[src/rtl/mc_control_fsm.sv]
// mc_control_fsm: multi-cycle IF/ID/EXE/MEM/WB sequencer driving the MIPS datapath write enables.
// Optional macro MC_MEMWAIT_EN: MEM is held until the data memory raises MemReady.
module mc_control_fsm #(
  parameter int unsigned     OP_W    = 6,
  parameter logic [OP_W-1:0] HALT_OP = 6'h3F
) (
  input  logic            CLK,
  input  logic            RST,
  input  logic [OP_W-1:0] Opcode,
  input  logic            MemReady,
  output logic [2:0]      State,
  output logic            PCWre,
  output logic            IRWre,
  output logic            RegWre,
  output logic            mRD,
  output logic            mWR
);

  typedef enum logic [2:0] {
    S_IF   = 3'b000,
    S_ID   = 3'b001,
    S_EXE  = 3'b010,
    S_MEM  = 3'b011,
    S_WB   = 3'b100,
    S_HALT = 3'b111
  } state_t;

  localparam logic [OP_W-1:0] OP_R    = OP_W'(6'h00);
  localparam logic [OP_W-1:0] OP_ADDI = OP_W'(6'h08);
  localparam logic [OP_W-1:0] OP_ORI  = OP_W'(6'h0D);
  localparam logic [OP_W-1:0] OP_LW   = OP_W'(6'h23);
  localparam logic [OP_W-1:0] OP_SW   = OP_W'(6'h2B);
  localparam logic [OP_W-1:0] OP_BEQ  = OP_W'(6'h04);
  localparam logic [OP_W-1:0] OP_BNE  = OP_W'(6'h05);
  localparam logic [OP_W-1:0] OP_J    = OP_W'(6'h02);
  localparam logic [OP_W-1:0] OP_JAL  = OP_W'(6'h03);

  state_t state_q, state_d;

  logic is_halt, is_lw, is_sw, is_jal, is_jump, is_br, is_alu, is_mem, is_illegal;
  logic mem_done;
  logic pc_wre, ir_wre, reg_wre, mem_rd, mem_wr;

  assign is_halt    = (Opcode == HALT_OP);
  assign is_lw      = (Opcode == OP_LW);
  assign is_sw      = (Opcode == OP_SW);
  assign is_jal     = (Opcode == OP_JAL);
  assign is_jump    = (Opcode == OP_J) | is_jal;
  assign is_br      = (Opcode == OP_BEQ) | (Opcode == OP_BNE);
  assign is_alu     = (Opcode == OP_R) | (Opcode == OP_ADDI) | (Opcode == OP_ORI);
  assign is_mem     = is_lw | is_sw;
  assign is_illegal = ~(is_halt | is_jump | is_br | is_alu | is_mem);

`ifdef MC_MEMWAIT_EN
  assign mem_done = MemReady;
`else
  // Without the wait option MEM always completes in one cycle.
  logic unused_memready;
  assign unused_memready = MemReady;
  assign mem_done        = 1'b1;
`endif

  // NOTE: only the state register is reset; it is the sole storage element here.
  always_ff @(posedge CLK) begin
    // NOTE: sequential state uses non-blocking assignment so every flop samples pre-edge values.
    if (RST) state_q <= S_IF;
    else     state_q <= state_d;
  end

  always_comb begin
    // NOTE: every output of this block gets a default first, so no path can infer a latch.
    state_d = state_q;
    pc_wre  = 1'b0;
    ir_wre  = 1'b0;
    reg_wre = 1'b0;
    mem_rd  = 1'b0;
    mem_wr  = 1'b0;
    case (state_q)
      S_IF: begin
        ir_wre  = 1'b1;
        state_d = S_ID;
      end
      S_ID: begin
        if (is_halt) begin
          state_d = S_HALT;
        end else if (is_jump | is_illegal) begin
          state_d = S_IF;
          pc_wre  = 1'b1;
          reg_wre = is_jal;
        end else begin
          state_d = S_EXE;
        end
      end
      S_EXE: begin
        if (is_br) begin
          state_d = S_IF;
          pc_wre  = 1'b1;
        end else if (is_mem) begin
          state_d = S_MEM;
        end else begin
          state_d = S_WB;
        end
      end
      S_MEM: begin
        // Strobes stay up for the whole access; the store retires only once memory is done.
        mem_rd = is_lw;
        mem_wr = is_sw;
        pc_wre = is_sw & mem_done;
        if (mem_done) state_d = is_sw ? S_IF : S_WB;
      end
      S_WB: begin
        reg_wre = 1'b1;
        pc_wre  = 1'b1;
        state_d = S_IF;
      end
      S_HALT: state_d = S_HALT;
      default: state_d = S_IF;
    endcase
  end

  // Reset masks every enable combinationally so the datapath sees a clean idle CPU.
  assign State  = RST ? S_IF : state_q;
  assign PCWre  = pc_wre  & ~RST;
  assign IRWre  = ir_wre  & ~RST;
  assign RegWre = reg_wre & ~RST;
  assign mRD    = mem_rd  & ~RST;
  assign mWR    = mem_wr  & ~RST;

endmodule
[config.mk]
export PLATFORM = sky130hd
export DESIGN_NAME = mc_control_fsm
export DESIGN_NICKNAME = d
export VERILOG_FILES = /design/src/rtl/mc_control_fsm.sv
export SDC_FILE = /design/constraint.sdc
export NUM_CORES = 1
export LEC_CHECK = 0
export CORE_AREA = 4 4 41 43
export CTS_BUF_LIST = sky130_fd_sc_hd__clkbuf_4 sky130_fd_sc_hd__clkbuf_8 sky130_fd_sc_hd__clkbuf_16
export CTS_CLUSTER_DIAMETER = 120
export DETAILED_ROUTE_END_ITERATION = 8
export DIE_AREA = 0 0 45 47
export PLACE_DENSITY_LB_ADDON = 0.15
export SETUP_SLACK_MARGIN = 0.02
export SLEW_MARGIN = 20
export SYNTH_ARGS = -nofsm -noshare
export SYNTH_HDL_FRONTEND = slang
export SYNTH_SLANG_ARGS = --single-unit
[constraint.sdc]
create_clock -name CLK -period 2.8 [get_ports CLK]
set_input_delay 0.28 -clock CLK [delete_from_list [all_inputs] [get_ports CLK]]
set_output_delay 0.28 -clock CLK [all_outputs]
set_load 0.03 [all_outputs]
==> qor.yml, run 1 <==
outcome: "completed"
synth_seq_cells: 3
ff2ff_path_depth: 4
ys_warn_count: 0
worst_ep_required_time_ns: 2.52
cts_made_buffers: 3
timing.final.crit_period_ns: 2.51
dieArea_sq_um: 2120
syn-instance-count: 54
antenna_found_initial: 0
cts.repair.resized: 0
clock_sink_count: 3
placeableCoreArea_sq_um: 1300
placement.io_buffers: 15
synth_top_cell_by_area: "sky130_fd_sc_hd__dfxtp_1"
first_pass_iters: 4
clock_tree.root_cell: "sky130_fd_sc_hd__clkbuf_4"
count_of_unresolved_drc_violations_after_routing: 0
areaGrowthSynthToFinish_pct: 60.4
critical_path_peak_fanout: 10
drt-total-wl_mm: 1.05
timing.rr.start: "state_q[2]"
globalRouteOverflowTotal: 0
insertion_delay_ns: 0.23
die_height_um: 47
min_path_cells: 2
drt_iter0_drc: 9
syn-cell-area_sq_um: 373
cellLeakagePower_uw: 0.000237
io_pins: 17
grt_util_all_layers_pct: 11.4
number_of_global_route_vias_before_repair: 423
totalNegativeSetupSlack_ns: 0
largest_register_ffs: 3
dpl_worst_slack_ns: 0.112
slew_violations: 0
number_of_antenna_repair_diodes: 0
critPathLaunchType: "flop"
cp-end-kind: "output port"
place.detailed.hpwl_um: 796
post_route_cells_drive_above_1_share_pct: 16.2
max_freq_ghz: 0.398
routability_congestion_estimate: 0.717
clock_tree.buffer_depth: 2
worst-r2r-setup-slack_ns: 1.43
ant_nets: 0
power_per_cell_area_nw_per_um2: 316
path_class: "flop to output port"
hp-class: "flop to flop"
rows: 13
timing_worst_slew_pin_value_ns: 0.459
pin_count_of_the_biggest_net_entering_global_routing: 16
synth_sequential_area_ratio_pct: 16.1
synthesis.area_per_instance_sq_um: 6.90
worst_hold_end: "state_q[0]"
utilization_pct: 46.0
timing.max_cap.violations: 0
timing.slew.headroom_pct: 69.3
dr_total_vias: 465
reg_top3: "state_q x3"
cts_htree_levels: 1
rsz_0062_raised_after_global_routing: "no"
final.setup_skew_ns: 0.000482
power.ir.vdd_worst_mv: 0.105
wire_length_per_cell_after_detailed_routing_um: 11.8
cell_types_occupying_the_most_area_after_synthesis: "sky130_fd_sc_hd__dfxtp_1 (16%), sky130_fd_sc_hd__nor4_1 (8.4%), sky130_fd_sc_hd__nor2_1 (7.0%)"
min-delay-start: "state_q[1]"
synth_top_area_share_pct: 16.1
post-cts-setup-buffer-count: 0
yosysUniqueCellTypes: 26
timing.final.hold_violations: 0
setup_viol: 0
finalWorstSetupSlack_ns: 0.288
start_util_pct: 28.7
nets: 84
clock_transition_time_at_the_flip_flop_clock_pins_of_the_worst_setup_and_hold_paths_ns: 0.04
synth_fp_nets: 63
post_cts_hold_buffer_count: 0
timing.rr.end: "state_q[2]"
die_w_um: 45
viasPerCell: 5.22
grt_pass1_wl_mm: 1.79
filler_cell_count: 142
layout_worst_path_cycle_share_pct: 89.7
crit_arrival_ns: 2.23
cts_tree: "yes"
largest_register_by_flop_count: "state_q"
[worst max path at each step]
stage	start	slack, ns	to
3_3_place_gp	Opcode[2]	0.11	RegWre
3_5_place_dp	Opcode[2]	0.11	PCWre
4_1_cts	Opcode[2]	0.11	RegWre
2_1_floorplan	state_q[0]	0.89	mRD
6_report	state_q[0]	0.29	mRD
5_1_grt	state_q[0]	0.16	mRD
[layout by cell type (no fill, tap or decap)]
cell type / n
sky130_fd_sc_hd__a2111o_1: 1
sky130_fd_sc_hd__nand2_1: 4
sky130_fd_sc_hd__buf_4: 5
sky130_fd_sc_hd__a211oi_2: 1
sky130_fd_sc_hd__o221a_2: 1
sky130_fd_sc_hd__or3_1: 2
sky130_fd_sc_hd__clkbuf_4: 4
sky130_fd_sc_hd__or4_1: 2
sky130_fd_sc_hd__a21oi_1: 1
sky130_fd_sc_hd__a221oi_1: 1
sky130_fd_sc_hd__o21ai_0: 3
sky130_fd_sc_hd__nor4_1: 5
sky130_fd_sc_hd__nor2_1: 7
sky130_fd_sc_hd__nor2b_1: 3
sky130_fd_sc_hd__a211oi_1: 2
sky130_fd_sc_hd__nand3_1: 1
sky130_fd_sc_hd__dlymetal6s2s_1: 2
sky130_fd_sc_hd__nor3b_1: 1
sky130_fd_sc_hd__dfxtp_1: 3
sky130_fd_sc_hd__nand4bb_1: 1
sky130_fd_sc_hd__clkdlybuf4s50_1: 13
sky130_fd_sc_hd__inv_1: 1
sky130_fd_sc_hd__nand4b_2: 1
sky130_fd_sc_hd__nor3_1: 3
sky130_fd_sc_hd__mux2i_1: 1
sky130_fd_sc_hd__nand2b_1: 2
sky130_fd_sc_hd__nand4_1: 1
sky130_fd_sc_hd__a31oi_1: 2
[layer usage]
| layer | track usage [%] | part of all wire, % | vias up |
|---|---|---|---|
| met3 | 0 | 3.4 | 0 |
| met5 | 0 | 0 | - |
| met4 | 8.77 | 0 | 0 |
| li1 | - | - | 249 |
| met2 | 17.8 | 45 | 9 |
| met1 | 15.1 | 52 | 207 |
[per-stage QoR]
| step | instance area, sq um | instances | hold WS [ns] | total power [uW] |
|---|---|---|---|---|
| 5_1_grt | 598 | 89 | 0.682 | 203 |
| 6_report | 598 | 89 | 0.620 | 189 |
| 3_3_place_gp | 563 | 85 | 0.625 | 104 |
| 3_5_place_dp | 563 | 85 | 0.615 | 104 |
| 2_1_floorplan | 373 | 54 | 0.484 | 76.0 |
| 4_1_cts | 593 | 89 | 0.627 | 195 |
[synthesized netlist by cell type, drive strengths merged]
cell and n:
o221a 1, nor3 3, nand4b 1, nand3 1
nor2b 3, buf 1, nor3b 1, or3 2
dfxtp 3, clkbuf 3, nor4 5, nor2 7
or4 2, a31oi 2, a21oi 1, a211oi 3
mux2i 1, inv 1, o21ai 3, nand4bb 1
nand4 1, nand2b 2, a2111o 1, a221oi 1
nand2 4
[cell type report]
cell class | instances | area (sq um) | area share (%)
clock buffer | 4 | 30.0 | 5.02
inverter | 1 | 3.75 | 0.628
multi-input combinational | 46 | 293 | 49.0
sequential | 3 | 60.1 | 10.0
tap | 15 | 18.8 | 3.14
timing repair buffer | 20 | 193 | 32.2
[critical path, stage by stage, from the launching register on]
cell	delay, ns
sky130_fd_sc_hd__dfxtp_1	0.51
sky130_fd_sc_hd__nand2_1	0.21
sky130_fd_sc_hd__or4_1	0.43
sky130_fd_sc_hd__nor3_1	0.14
sky130_fd_sc_hd__clkdlybuf4s50_1	0.70
[power by group]
part           switching [uW]  internal (uW)  total, uW
registers                4.26           44.7       49.0
clock network            22.6           63.1       85.7
logic                    26.8           27.4       54.2
total                    53.7            135        189
[cells by family (layout without fill, tap and decap cells)]
logic type / count (synthesis) / in the layout / synth area share (%)
AOI/OAI and AO/OA: 12 / 12 / 24.5
DFF: 3 / 3 / 16.1
and+or+nand+nor: 33 / 33 / 51.3
buffers and inverters: 5 / 25 / 5.37
muxes: 1 / 1 / 2.68
No activity file was read; power rests on OpenSTA's default activity.
==> inputs of run 2 (changes only) <==
--- a/config.mk
+++ b/config.mk
@@ -10,7 +10,6 @@
 export CTS_CLUSTER_DIAMETER = 120
 export DETAILED_ROUTE_END_ITERATION = 8
 export DIE_AREA = 0 0 45 47
-export PLACE_DENSITY_LB_ADDON = 0.15
 export SETUP_SLACK_MARGIN = 0.02
 export SLEW_MARGIN = 20
 export SYNTH_ARGS = -nofsm -noshare
==> constraint.sdc (replaced) <==
create_clock -name CLK -period 2.8 [get_ports CLK]
set_input_delay 0.28 -clock CLK [delete_from_list [all_inputs] [get_ports CLK]]
set_output_delay 0.28 -clock CLK [all_outputs]
set_load 0.02 [all_outputs]
==> run 2 against run 1 <==
  * First-iteration DRC count stayed put
  * Power is 2.9% lower
  * Critical path type is now input port to output port
  * Register-to-register slack worse by 0.03 ns
==> qor.yml, run 2 (same netlist as run 1, synthesis figures left out) <==
min_path_cells: 2  # unchanged
wire_length_per_cell_after_detailed_routing_um: 12.0  # was 11.8 um
setup_viol: 0  # unchanged
timing.rr.end: "state_q[2]"  # unchanged
rows: 13  # unchanged
power.ir.vdd_worst_mv: 0.133  # was 0.105 mV
dpl_worst_slack_ns: 0.152  # was 0.112 ns
hp-class: "flop to flop"  # unchanged
placement.io_buffers: 15  # unchanged
timing.slew.headroom_pct: 68.1  # was 69.3%
place_area_sq_um: 548  # was 563 sq um
path_class: "input port to output port"  # was flop to output port
die_w_um: 45  # unchanged
switching_power_uw: 48.8  # was 53.7 uW
crit_arrival_ns: 2.38  # was 2.23 ns
grt_util_all_layers_pct: 9.93  # was 11.4%
ant_nets: 0  # unchanged
final.setup_skew_ns: 0.000541  # was 0.000482 ns
cp-end-kind: "output port"  # unchanged
swShare_pct: 26.6  # was 28.4%
post_cts_hold_buffer_count: 0  # unchanged
start_util_pct: 28.7  # unchanged
placed_cells_incl_taps: 83  # was 85
post-route-cell-area_sq_um: 578  # was 598 sq um
clock_tree.root_cell: "sky130_fd_sc_hd__clkbuf_4"  # unchanged
timing.final.crit_period_ns: 2.66  # was 2.51 ns
worst-r2r-setup-slack_ns: 1.40  # was 1.43 ns
dr_total_vias: 462  # was 465
finalWorstSetupSlack_ns: 0.144  # was 0.288 ns
grt_pass1_wl_mm: 1.60  # was 1.79 mm
power_per_cell_area_nw_per_um2: 317  # was 316 nW/um^2
critPathLaunchType: "input port"  # was flop
place.detailed.hpwl_um: 770  # was 796 um
number_of_antenna_repair_diodes: 0  # unchanged
die_height_um: 47  # unchanged
areaGrowthSynthToFinish_pct: 55.0  # was 60.4%
post_route_cells_drive_above_1_share_pct: 13.9  # was 16.2%
min-delay-start: "state_q[1]"  # unchanged
timing.rr.start: "state_q[2]"  # unchanged
cts.repair.resized: 0  # unchanged
multi_input_area_sq_um: 293  # unchanged
worst_ep_required_time_ns: 2.52  # about the same
clock_sink_count: 3  # unchanged
globalRouteOverflowTotal: 0  # unchanged
drt_iter0_drc: 9  # unchanged
sequential_cell_area_sq_um: 60.1  # unchanged
routability_congestion_estimate: 0.787  # was 0.717
clock_tree.buffer_depth: 2  # unchanged
max_freq_ghz: 0.377  # was 0.398 GHz
insertion_delay_ns: 0.23  # about the same
cts_made_buffers: 3  # unchanged
critical_path_peak_fanout: 7  # was 10
layout_common_cells: "sky130_fd_sc_hd__clkdlybuf4s50_1 (15), sky130_fd_sc_hd__nor2_1 (7), sky130_fd_sc_hd__nor4_1 (5)"  # was sky130_fd_sc_hd__clkdlybuf4s50_1 (13), sky130_fd_sc_hd__nor2_1 (7), sky130_fd_sc_hd__nor4_1 (5), sky130_fd_sc_hd__buf_4 (5)
nets: 82  # was 84
count_of_unresolved_drc_violations_after_routing: 0  # unchanged
power_frac_seq_pct: 27.2  # was 25.9%
largest_register_ffs: 3  # unchanged
cts_htree_levels: 1  # unchanged
timing.max_cap.violations: 0  # unchanged
dieArea_sq_um: 2120  # unchanged
layout.cells.non_filler: 87  # was 89
timing.final.hold_violations: 0  # unchanged
first_pass_iters: 4  # unchanged
number_of_global_route_vias_before_repair: 390  # was 423
viasPerCell: 5.31  # was 5.22
worst_hold_end: "state_q[1]"  # was state_q[0]
drt-total-wl_mm: 1.04  # was 1.05 mm
pin_count_of_the_biggest_net_entering_global_routing: 16  # unchanged
ff2ff_path_depth: 4  # unchanged
antenna_found_initial: 0  # unchanged
filler_cell_count: 144  # was 142
gate_power_share_pct: 27.5  # was 28.7%
slew_violations: 0  # unchanged
final_common_cell: "sky130_fd_sc_hd__clkdlybuf4s50_1"  # unchanged
rsz_0062_raised_after_global_routing: "no"  # unchanged
power.share.clock_pct: 45.3  # was 45.4%
post-cts-setup-buffer-count: 0  # unchanged
cts_tree: "yes"  # unchanged
reg_top3: "state_q x3"  # unchanged
cell_internal_pwr_uw: 135  # about the same
largest_register_by_flop_count: "state_q"  # unchanged
outcome: "completed"  # unchanged
cellLeakagePower_uw: 0.000192  # was 0.000237 uW
placeableCoreArea_sq_um: 1300  # unchanged
layout_worst_path_cycle_share_pct: 94.9  # was 89.7%
io_pins: 17  # unchanged
totalNegativeSetupSlack_ns: 0  # unchanged
utilization_pct: 44.4  # was 46.0%
clock_transition_time_at_the_flip_flop_clock_pins_of_the_worst_setup_and_hold_paths_ns: 0.04  # about the same
timing_worst_slew_pin_value_ns: 0.478  # was 0.459 ns
## run 2: how the worst max path moves through the flow
stage                     startpoint     to  cells past startpoint  slack, ns
final                      Opcode[2]  PCWre                      6       0.14
after global placement     Opcode[2]  PCWre                      6       0.13
after global routing       Opcode[2]  PCWre                      6       0.06
after floorplan           state_q[0]    mRD                      4       1.09
after CTS                  Opcode[2]  PCWre                      6       0.15
after detailed placement   Opcode[2]  PCWre                      6       0.15
## run 2: power groups by stage
stage | clock network [uW] | logic, uW | registers, uW
floorplan | 0 | 27.6 | 45.8
global placement | 0 | 50.3 | 50.3
detailed placement | 0 | 50.3 | 50.4
CTS | 86.1 | 50.3 | 49.8
global route | 90.4 | 53.8 | 50.4
finish | 83.0 | 50.4 | 49.9
## run 2: per-stage QoR
step	total power, uW	hold WS (ns)
after floorplan	73.4	0.484
after global placement	101	0.631
after detailed placement	101	0.637
after CTS	186	0.645
after global routing	195	0.673
final	183	0.633
## run 2: routing by layer
layer,part of all wire (%),global-route usage (%),vias up,wire length (um)
met5,0,0,-,0
met3,5.6,1.53,0,58
met1,54,14.0,204,562
li1,-,-,247,-
met2,41,15.3,11,424
met4,0,3.51,0,0
## run 2: final cells by class
class,instances,share of cell area [%]
sequential,3,10.4
tap,15,3.25
clock buffer,4,5.19
inverter,1,0.649
timing repair buffer,18,29.9
multi-input combinational,46,50.6
## run 2: worst max-delay path, cell delays in order
cell	delay, ns
sky130_fd_sc_hd__clkdlybuf4s50_1	0.58
sky130_fd_sc_hd__nand4b_2	0.21
sky130_fd_sc_hd__a31oi_1	0.11
sky130_fd_sc_hd__or3_1	0.39
sky130_fd_sc_hd__a211oi_2	0.17
sky130_fd_sc_hd__clkdlybuf4s50_1	0.63
